## src/rtl/exc_tracker.sv

```systemverilog
// exc_tracker: carries exception attributes through D/E/M, presents the winner to CP0 and sequences flush/redirect.
// Optional ADDR_EXC_EN enables fetch-misalignment and data address (AdEL/AdES) exceptions.
module exc_tracker #(
  parameter logic [31:0] EXC_PC = 32'hBFC00380
) (
  input  logic        clk,
  input  logic        reset,
  input  logic        if_valid,
  input  logic [31:0] if_pc,
  input  logic        if_is_in_ds,
  input  logic        id_ri,
  input  logic        id_sys,
  input  logic        id_bp,
  input  logic        id_eret,
  input  logic        ex_ov,
  input  logic        ex_adel,
  input  logic        ex_ades,
  input  logic [31:0] ex_badvaddr,
  input  logic        pipe_stall,
  output logic [31:0] pre_pc,
  output logic [31:0] pre_badvaddr,
  output logic [4:0]  pre_excCode,
  output logic        pre_is_exc,
  output logic        pre_is_in_ds,
  output logic        pre_is_eret,
  output logic        reg_valid,
  output logic [31:0] cur_pc,
  output logic        cur_is_in_ds,
  input  logic        exc_occur,
  input  logic [31:0] cp0_pc,
  output logic        flush,
  output logic        redirect_valid,
  output logic [31:0] redirect_pc,
  input  logic        redirect_ready
);
`ifdef ADDR_EXC_EN
  localparam bit ADDR_EN = 1'b1;
`else
  localparam bit ADDR_EN = 1'b0;
`endif
  typedef enum logic [1:0] {RUN, FLUSH, REDIRECT} state_t;
  typedef struct packed {
    logic        valid;
    logic [31:0] pc;
    logic        in_ds;
    logic        exc;
    logic [4:0]  code;
    logic [31:0] badvaddr;
    logic        eret;
  } stage_t;
  state_t      r_state;
  stage_t      r_d, r_e, r_m;
  stage_t      w_d, w_e, w_m;
  logic        r_flush, r_redirect_valid;
  logic [31:0] r_redirect_pc;
  logic        w_unused;
  assign w_unused = ^EXC_PC;
  // An exception already recorded in an earlier stage blocks every later flag.
  always_comb begin
    w_d          = '0;
    w_d.valid    = if_valid;
    w_d.pc       = if_pc;
    w_d.in_ds    = if_is_in_ds;
    w_d.exc      = ADDR_EN && (if_pc[1:0] != 2'b00);
    w_d.code     = w_d.exc ? 5'd4 : 5'd0;
    w_d.badvaddr = w_d.exc ? if_pc : 32'd0;
    w_e          = r_d;
    if (!r_d.exc && (id_ri || id_sys || id_bp)) begin
      w_e.exc  = 1'b1;
      w_e.code = id_ri ? 5'd10 : id_sys ? 5'd8 : 5'd9;
    end else if (!r_d.exc && id_eret) begin
      w_e.exc  = 1'b1;
      w_e.eret = 1'b1;
    end
    w_m = r_e;
    if (!r_e.exc && ex_ov) begin
      w_m.exc  = 1'b1;
      w_m.code = 5'd12;
    end else if (!r_e.exc && ADDR_EN && (ex_adel || ex_ades)) begin
      w_m.exc      = 1'b1;
      w_m.code     = ex_adel ? 5'd4 : 5'd5;
      w_m.badvaddr = ex_badvaddr;
    end
  end
  always_ff @(posedge clk) begin
    if (reset) begin
      r_state          <= RUN;
      r_d              <= '0;
      r_e              <= '0;
      r_m              <= '0;
      r_flush          <= 1'b0;
      r_redirect_valid <= 1'b0;
      r_redirect_pc    <= 32'd0;
    end else begin
      case (r_state)
        RUN:
          if (exc_occur && r_m.valid) begin
            r_state       <= FLUSH;
            r_d.valid     <= 1'b0;
            r_e.valid     <= 1'b0;
            r_m.valid     <= 1'b0;
            r_flush       <= 1'b1;
            r_redirect_pc <= cp0_pc;
          end else if (!pipe_stall) begin
            r_d <= w_d;
            r_e <= w_e;
            r_m <= w_m;
          end
        FLUSH: begin
          r_state          <= REDIRECT;
          r_flush          <= 1'b0;
          r_redirect_valid <= 1'b1;
        end
        default:
          if (redirect_ready) begin
            r_state          <= RUN;
            r_redirect_valid <= 1'b0;
          end
      endcase
    end
  end
  assign pre_pc         = r_m.pc;
  assign pre_badvaddr   = r_m.badvaddr;
  assign pre_excCode    = r_m.code;
  assign pre_is_exc     = r_m.valid & r_m.exc;
  assign pre_is_in_ds   = r_m.in_ds;
  assign pre_is_eret    = r_m.valid & r_m.eret;
  assign reg_valid      = r_m.valid & (r_state == RUN);
  assign cur_pc         = r_m.pc;
  assign cur_is_in_ds   = r_m.in_ds;
  assign flush          = r_flush;
  assign redirect_valid = r_redirect_valid;
  assign redirect_pc    = r_redirect_pc;
endmodule

```

## config.mk

```make
export PLATFORM = sky130hd
export DESIGN_NAME = exc_tracker
export DESIGN_NICKNAME = d
export VERILOG_FILES = /design/src/rtl/exc_tracker.sv
export SDC_FILE = /design/constraint.sdc
export NUM_CORES = 1
export LEC_CHECK = 0
export BUFFER_PORTS_ARGS = -buffer_cell sky130_fd_sc_hd__buf_4
export CORE_UTILIZATION = 45
export DETAILED_ROUTE_END_ITERATION = 10
export GPL_TIMING_DRIVEN = 0
export PLACE_DENSITY = 0.76
export SLEW_MARGIN = 20
export SYNTH_ARGS = -nofsm -noshare
export SYNTH_HDL_FRONTEND = slang
export SYNTH_SLANG_ARGS = --single-unit
```

## constraint.sdc

```tcl
create_clock -name clk -period 4.9 [get_ports clk]
set_clock_uncertainty 0.15 [all_clocks]
set_input_delay 0.98 -clock clk [delete_from_list [all_inputs] [get_ports clk]]
set_output_delay 0.98 -clock clk [all_outputs]
set_load 0.01 [all_outputs]
```

==> results.toml, run 1 <==
[floorplan]
core_area_mm2 = 0.0128
dieArea_mm2 = 0.0138
die_x_um = 117
die_y_um = 117
num_rows = 41
io_pins = 250
initial_core_util_pct = 46.8

[sta]
rsz0062_at_grt = "no"
hold_ws_ps = 299
fmax_ghz = 0.377
setup_viol = 0
hold_viol = 0
min_period_ps = 2660
max_slew_margin_pct = 62.7
tns_ps = 0
period_share_pct = 54.2
worst_slew_pin_slew_ps = 560
finalMaxSlewViolations = 0

[final_layout]
drive_gt1_share_pct = 32.9
fin_area_mm2 = 0.00830
final_common_cell = "buf_4"
nets = 1106
area.growth.synth_to_final_pct = 38.7
antennaDiodeCount = 0
final_cell_mix = "buf_4 (284), nand2_1 (276), dfxtp_1 (149)"
final_cells = 1181

[global_route]
grt-ovfl-total = 0
grt_use_met1_pct = 24.7
grt_max_degree = 17
antenna_found_initial = 0
grt_use_met2_pct = 36.4
track_usage_pct = 21.4
grt_pass1_wl_um = 22200
grt.busiest_layer = "met2"
grt_use_met3_pct = 7.36
grt_pass1_vias = 4752

[routing]
dr.pass1.iters = 4
vias = 5300
ant_nets = 0
wl_per_cell_um = 12.0
routed_wirelength_um = 14200
drt_iter0_drc = 228
viasPerCell = 4.49
drc = 0

[clock_network]
cts_tree = "built"
postCtsHoldBufs = 0
insertion_delay_ps = 410
cts_setup_buffers = 0
path_clk_slew_ps = 60
clockBufferDepth = 2
cts.root.buffer_cell = "clkbuf_16"
clkSinkCount = 149
post_cts_resized = 0
numCtsBuffers = 17
htree_levels = 4

[placed_design]
portBuffers = 181
gp_congestion = 0.783
detailed_place_hpwl_um = 10400
placed_area_mm2 = 0.00767
placed_cells = 1149

[yosys]
synthTopCellsByArea = "dfxtp_1 (50%), nand2_1 (17%), buf_4 (13%), a21oi_1 (12%), clkbuf_1 (2.1%)"
synth_ff_type = "dfxtp_1"
async_flop_share_pct = 0
syn_area_per_cell_um2 = 7.83
seq_area_frac_synth_pct = 49.9
synth_cells = 764
yosysTopAreaCellShare_pct = 49.9
synth_seq_cells = 149
yosysTopAreaCell = "dfxtp_1"
netlist_area_mm2 = 0.00598
ys_types = 27
synth_edf_count = 0
yosysWarnings = 0

[worst_setup_path]
path_class = "reg2out"
cp_slowest_cell = "or2_2"
arrival_ps = 1530
start_kind = "flip-flop"
critPathCaptureType = "output pin"
cp_max_fo = 8
cpPeakStageDelay_ps = 380
worst_ep_required_time_ps = 3770
path_cells = "clkbuf_1 > or2_2 > nor2_1 > buf_4"

[worst_hold_path]
hp-class = "reg2reg"

[power_and_ir_drop]
pwr-share-comb_pct = 10.2
p_leak_nw = 3.70
ir_worst_vdd_mv = 0.303
p_per_area_mw_per_mm2 = 353
p_sw_share_pct = 22.6
switching_power_mw = 0.662
internal_power_mw = 2.26
p_clk_share_pct = 45.9
p_seq_share_pct = 43.8

[flow_run]
maxCapViolCount = 0

[run_status]
status = "complete, no violations"
## layout make-up
| class | instances | area (um^2) |
|---|---|---|
| Inverter | 2 | 7.51 |
| Timing Repair Buffer | 181 | 1360 |
| Fill cell | 1166 | 4480 |
| Clock inverter | 7 | 116 |
| Tap cell | 172 | 215 |
| Sequential cell | 149 | 2980 |
| Multi-Input combinational cell | 491 | 2120 |
| Clock buffer | 25 | 505 |
| Buffer | 154 | 986 |
## worst max-delay path: cells and delay by family (launching register included)
kind / cells / cell delay, ps
simple gates: 2 / 490
buf+inv: 2 / 320
flops: 1 / 300
## through the flow
step	total power, mW	worst slack [ps]	utilization (%)
6_report	2.93	2240	64.9
5_1_grt	3.05	2140	64.9
4_1_cts	2.95	2210	64.9
3_5_place_dp	1.61	2300	60.1
3_3_place_gp	1.61	2280	60.1
2_1_floorplan	1.48	2660	-
## power groups by stage
stage / Clock, mW / Combinational (mW) / Sequential [mW]
finish: 1.34 / 0.300 / 1.28
CTS: 1.37 / 0.303 / 1.28
global placement: 0 / 0.299 / 1.31
detailed placement: 0 / 0.301 / 1.31
global route: 1.42 / 0.335 / 1.29
floorplan: 0 / 0.176 / 1.31
## state kept, by name, indices dropped and copies added, names as in the netlist
signal and flops:
cur_pc 32, redirect_pc 32, redirect_valid 1, pre_excCode 4, r_state 2, cur_is_in_ds 1
flush 1, r_e 39, r_m 3, r_d 34
## layer usage
layer	part of all wire, %	up-vias
met4	1.3	0
met1	42	2339
met3	7.8	14
met5	0	-
li1	-	2777
met2	49	170
## kinds of logic after synthesis
| kind of cell | count (synthesis) | share of synthesized area, % |
|---|---|---|
| AND/OR/NAND/NOR | 307 | 20.1 |
| buffers and inverters | 156 | 16.6 |
| AO/OA/AOI/OAI | 151 | 13.3 |
| flip-flops | 149 | 49.9 |
| other | 1 | 0.0627 |
## cell usage after synthesis (2+ instances only)
cell type	count
a21oi_1	142
and2_1	2
buf_2	17
buf_4	103
clkbuf_1	34
dfxtp_1	149
inv_1	2
nand2_1	276
nand3_1	4
nor2_1	9
nor2b_1	2
nor3_1	8
o21ai_0	2
## final timing paths
kind | endpoint | depth (start not counted) | start | slack, ps
setup / recovery | reg_valid | 4 | r_state[0] | 2240
hold / removal | r_e[41] | 2 | r_d[41] | 300
setup reg to reg | r_e[58] | 7 | r_state[0] | 2900
hold reg to reg | r_e[41] | 2 | r_d[41] | 300
Note: power is estimated with default switching activity, not from simulation.
==> inputs of run 2 (changes only) <==
ABC_AREA = 1   (was not set)
PLACE_DENSITY = 0.77   (was 0.76)
clock period = 2.2 ns   (was 4.9 ns; I/O delays follow)
==> results.toml, run 2 <==
[yosys]
ys_types = 22
yosysTopAreaCellShare_pct = 44.7
synth_seq_cells = 149
yosysTopAreaCell = "dfxtp_1"
synth_xor_area_share_pct = 0
netlist_area_mm2 = 0.00667
async_flop_share_pct = 0
synth_common_cells = "nor2_1 (286), nand2_1 (233), dfxtp_1 (149), buf_4 (115), inv_1 (113)"
synth_edf_count = 0
synth_cells = 987
seq_area_frac_synth_pct = 44.7
synthTopCellsByArea = "dfxtp_1 (45%), nor2_1 (16%), nand2_1 (13%), buf_4 (13%), inv_1 (6.4%)"
syn_area_per_cell_um2 = 6.76
synthMuxAreaShare_pct = 0
synth-simple-area-share_pct = 30.4
synth_ff_type = "dfxtp_1"
synth_compound_area_share_pct = 3.15
synth_fa_ha_area_share_pct = 0
synth_top_family_by_area = "simple AND/OR/NAND/NOR gates"
yosysWarnings = 0
synthMostInstantiatedCell = "nor2_1"

[flow_run]
maxCapViolCount = 0

[global_route]
grt-ovfl-total = 0
grt_pass1_vias = 4966
track_usage_pct = 19.8
antenna_found_initial = 0
grt_max_degree = 17
grt_pass1_wl_um = 23300

[clock_network]
numCtsBuffers = 17
post_cts_resized = 0
insertion_delay_ps = 420
cts_setup_buffers = 0
postCtsHoldBufs = 0
htree_levels = 4
cts_tree = "built"
clkSinkCount = 149
path_clk_slew_ps = 60
clockBufferDepth = 2
cts.root.buffer_cell = "clkbuf_16"

[worst_setup_path]
arrival_ps = 1180
start_kind = "flip-flop"
reg2reg_from = "r_m[72]"
critPathCaptureType = "output pin"
path_cells = "inv_2 > nand2_1 > nor2_1 > buf_4"
crit_cells = 4
cp_max_fo = 4
reg2regPathDepth = 8
cpPeakStageDelay_ps = 390
critical_path.top_delay_family = "flip-flops"
cp_slowest_cell = "dfxtp_1"
startpoint = "r_state[1]"
worst_ep_required_time_ps = 1610
path_buf_inv = 2
path_class = "reg2out"

[placed_design]
portBuffers = 182
placed_cells = 1385
gp_congestion = 0.830
detailed_place_hpwl_um = 11000

[floorplan]
initial_core_util_pct = 46.1
die_y_um = 124
io_pins = 250
num_rows = 44
die_x_um = 124
core_area_mm2 = 0.0145
dieArea_mm2 = 0.0153

[sta]
rsz0062_at_grt = "no"
hold_viol = 0
tns_ps = 0
min_period_ps = 1770
setup_viol = 0
period_share_pct = 80.4
fmax_ghz = 0.566
finalMaxSlewViolations = 0

[routing]
drt_iter0_drc = 299
dr.pass1.iters = 5
wl_per_cell_um = 10.3
routed_wirelength_um = 14600
vias = 5891
viasPerCell = 4.16
ant_nets = 0
drc = 0

[worst_hold_path]
hp-start = "reset"
hp-class = "in2reg"
holdPathStages = 2

[power_and_ir_drop]
ir_worst_vdd_mv = 0.500
p_leak_nw = 4.96
p_per_area_mw_per_mm2 = 791

[final_layout]
reg_top3 = "r_e (39), r_d (34)"
final_cells = 1417
regMostFlops = "r_e"
nets = 1330
antennaDiodeCount = 0
final_cell_mix = "buf_4 (297), nor2_1 (286), nand2_1 (233)"
drive_gt1_share_pct = 28.2
final_common_cell = "buf_4"
largest_register_ffs = 39
area.growth.synth_to_final_pct = 35.7

[run_status]
status = "complete, no violations"
run 2: changes by cell type after synthesis, moves of 3 or more:
| cell | change |
|---|---|
| clkbuf_1 | -18 |
| o21ai_0 | +24 |
| buf_4 | +12 |
| a21oi_1 | -134 |
| inv_1 | +111 |
| inv_2 | +4 |
| o21ai_1 | +8 |
| nand4_1 | +3 |
| nor2_1 | +277 |
| nand2_1 | -43 |
| buf_2 | -5 |
| nor3_1 | -8 |
run 2: cells by family after synthesis:
group                  Yosys count
AO/OA/AOI/OAI                   42
other                            1
AND/OR/NAND/NOR                531
flip-flops                     149
buffers and inverters          264
run 2: path summary, 6_finish.rpt:
check	end	slack, ps
min	r_d[72]	90
min reg2reg	r_d[72]	310
max reg2reg	cur_pc[28]	510
max	reg_valid	430
run 2: layer usage:
layer / GRT usage (%) / part of all wire (%) / up-vias
li1: - / - / 3220
met1: 24.6 / 45 / 2512
met2: 33.2 / 49 / 136
met3: 4.76 / 4.4 / 23
met4: 7.30 / 1.8 / 0
met5: 0 / 0 / -
run 2: area by class of cell:
| cell class | instances | area, um^2 |
|---|---|---|
| well taps | 184 | 230 |
| flip-flops and latches | 149 | 2980 |
| clock inverters | 10 | 200 |
| clock buffers | 22 | 464 |
| repair buffers | 182 | 1370 |
| multi-input cells | 606 | 2360 |
| fillers | 1344 | 5430 |
| plain buffers | 146 | 1000 |
| inverters | 118 | 443 |
run 2: through the flow:
| step | cell area, um^2 | worst slack [ps] | hold slack, ps | util [%] | total power, mW |
|---|---|---|---|---|---|
| 5_1_grt | 9050 | 338 | 69.0 | 62.5 | 7.48 |
| 3_5_place_dp | 8380 | 304 | 303 | 57.9 | 3.97 |
| 4_1_cts | 9050 | 413 | 77.5 | 62.5 | 7.21 |
| 3_3_place_gp | 8380 | 312 | 297 | 57.9 | 3.95 |
| 2_1_floorplan | 6790 | 742 | 284 | - | 3.61 |
| 6_report | 9050 | 432 | 86.1 | 62.5 | 7.16 |
run 2: report_power, final:
part | internal [mW] | switching, mW | total, mW | leakage, nW
clock network | 2.18 | 1.07 | 3.24 | 0.328
registers | 2.85 | 0.0913 | 2.94 | 1.23
logic | 0.503 | 0.467 | 0.970 | 3.41
total | 5.54 | 1.62 | 7.16 | 4.96
run 2: worst reg2reg max path, cell delays in order, from the launching register on:
cell     delay, ps
dfxtp_1        360
nand2_2        140
nand2_1        110
nor2_4         260
buf_6          210
buf_4          180
nand2_1         70
nand2_1         60
nor2_1          40
==> inputs of run 3 (changes only) <==
clock period = 1.49 ns   (was 2.2 ns; I/O delays follow)
==> results.toml, run 3 (same netlist as run 2, synthesis figures left out) <==
[run_status]
status = "finished, violations left"
violations = "setup timing"

[worst_setup_path]
cpPeakStageDelay_ps = 370
cp_max_fo = 4
reg2regPathDepth = 9
path_buf_inv = 2
cp_slowest_cell = "dfxtp_4"
rrSetupSlack_ps = -80
worst_ep_required_time_ps = 1040
start_kind = "flip-flop"
path_class = "reg2out"
critical_path.top_delay_family = "flip-flops"
path_cells = "inv_4 > nand2_4 > nor2_4 > buf_6"
arrival_ps = 1140
r2r-end = "r_d[54]"
critPathCaptureType = "output pin"
reg2reg_from = "r_state[1]"

[final_layout]
regMostFlops = "r_e"
drive_gt1_share_pct = 30.4
antennaDiodeCount = 0
area.growth.synth_to_final_pct = 45.0
fin_area_mm2 = 0.00967
final_cell_mix = "buf_4 (286), nor2_1 (285), nand2_1 (230)"
post-route-util_pct = 66.8
final_common_cell = "buf_4"
reg_top3 = "r_e (39), r_d (34)"
largest_register_ffs = 39
nets = 1369
fillers = 1207

[floorplan]
num_rows = 44
dieArea_mm2 = 0.0153
initial_core_util_pct = 46.1
io_pins = 250
core_area_mm2 = 0.0145
die_x_um = 124
die_y_um = 124

[power_and_ir_drop]
p_per_area_mw_per_mm2 = 1110
ir_worst_vdd_mv = 0.742
p_leak_nw = 5.21

[clock_network]
path_clk_slew_ps = 60
cts_tree = "built"
cts.root.buffer_cell = "clkbuf_16"
numCtsBuffers = 17
clockBufferDepth = 2
htree_levels = 4
insertion_delay_ps = 420
clkSinkCount = 149

[routing]
vias = 6221
drt_iter0_drc = 296
dr.pass1.iters = 5
viasPerCell = 4.27
wl_per_cell_um = 11.1
routed_wirelength_um = 16100
ant_nets = 0
drc = 0

[global_route]
grt_max_degree = 17
antenna_found_initial = 0
grt-ovfl-total = 0
grt_pass1_wl_um = 24900
track_usage_pct = 21.1
grt_pass1_vias = 5386

[placed_design]
dp_slack_ps = -264
portBuffers = 182
gp_congestion = 0.830
detailed_place_hpwl_um = 11000
placed_area_mm2 = 0.00838

[sta]
hold_viol = 0
rsz0062_at_grt = "yes"
period_share_pct = 107
fmax_ghz = 0.629
hold_ws_ps = 7.87
finalMaxSlewViolations = 0
setup_viol = 92
setup_ws_ps = -99.9
min_period_ps = 1590
tns_ps = -2870

[worst_hold_path]
hp-start = "if_valid"
hp-class = "in2reg"
min_to = "r_d[72]"
holdPathStages = 3

[flow_run]
maxCapViolCount = 0
-- run 3: cell count changes in the layout (fill, tap and decap cells not counted), sizes merged --
cell,change
buf,+2
dlygate4sd3,+33
clkbuf,+4
-- run 3: what timing repair did --
action                     CTS  global route
pin swaps                    1             3
gates cloned                 0             1
gates resized for setup     34            58
setup buffers                3             2
setup endpoints to repair  148           176
hold endpoints to repair    35             1
hold buffers                32             1
-- run 3: cell type report --
cell class,instances,area [um^2],area share (%)
timing repair buffer,221,1800,18.6
clock inverter,10,200,2.07
multi-input combinational,606,2390,24.8
sequential,149,3020,31.2
tap,184,230,2.38
inverter,118,448,4.63
buffer,146,1110,11.5
clock buffer,22,464,4.80
-- run 3: how the worst max path moves through the flow --
| stage | start | end | slack [ps] | cells past startpoint |
|---|---|---|---|---|
| after floorplan | r_m[72] | r_e[52] | 130 | 8 |
| after CTS | r_state[1] | reg_valid | -70 | 4 |
| after global routing | r_state[1] | reg_valid | -140 | 4 |
| after global placement | reset | cur_pc[27] | -260 | 6 |
| final | r_state[1] | reg_valid | -100 | 4 |
| after detailed placement | reset | cur_pc[27] | -260 | 6 |
-- run 3: metrics by stage --
step                      cells  total power, mW
after floorplan            1019             5.34
after global placement     1385             5.83
after detailed placement   1385             5.86
after CTS                  1452             10.8
after global routing       1456             11.2
final                      1456             10.7
-- run 3: routing by layer --
metal	part of all wire, %	track usage (%)	wire length [um]
met1	43	25.6	6920
met2	50	35.5	7990
met3	3.9	4.03	637
met4	3.6	11.0	587
met5	0	0	0
-- run 3: report_power, final --
part	internal, mW	leakage (nW)	switching (mW)
logic	0.853	3.64	0.734
clock network	3.22	0.328	1.58
registers	4.22	1.24	0.139
total	8.29	5.21	2.45
-- run 3: worst min-delay path, delay by kind of cell --
family | cells | cell delay (ps)
buf+inv | 1 | 100
compound gates | 1 | 60
simple gates | 1 | 70
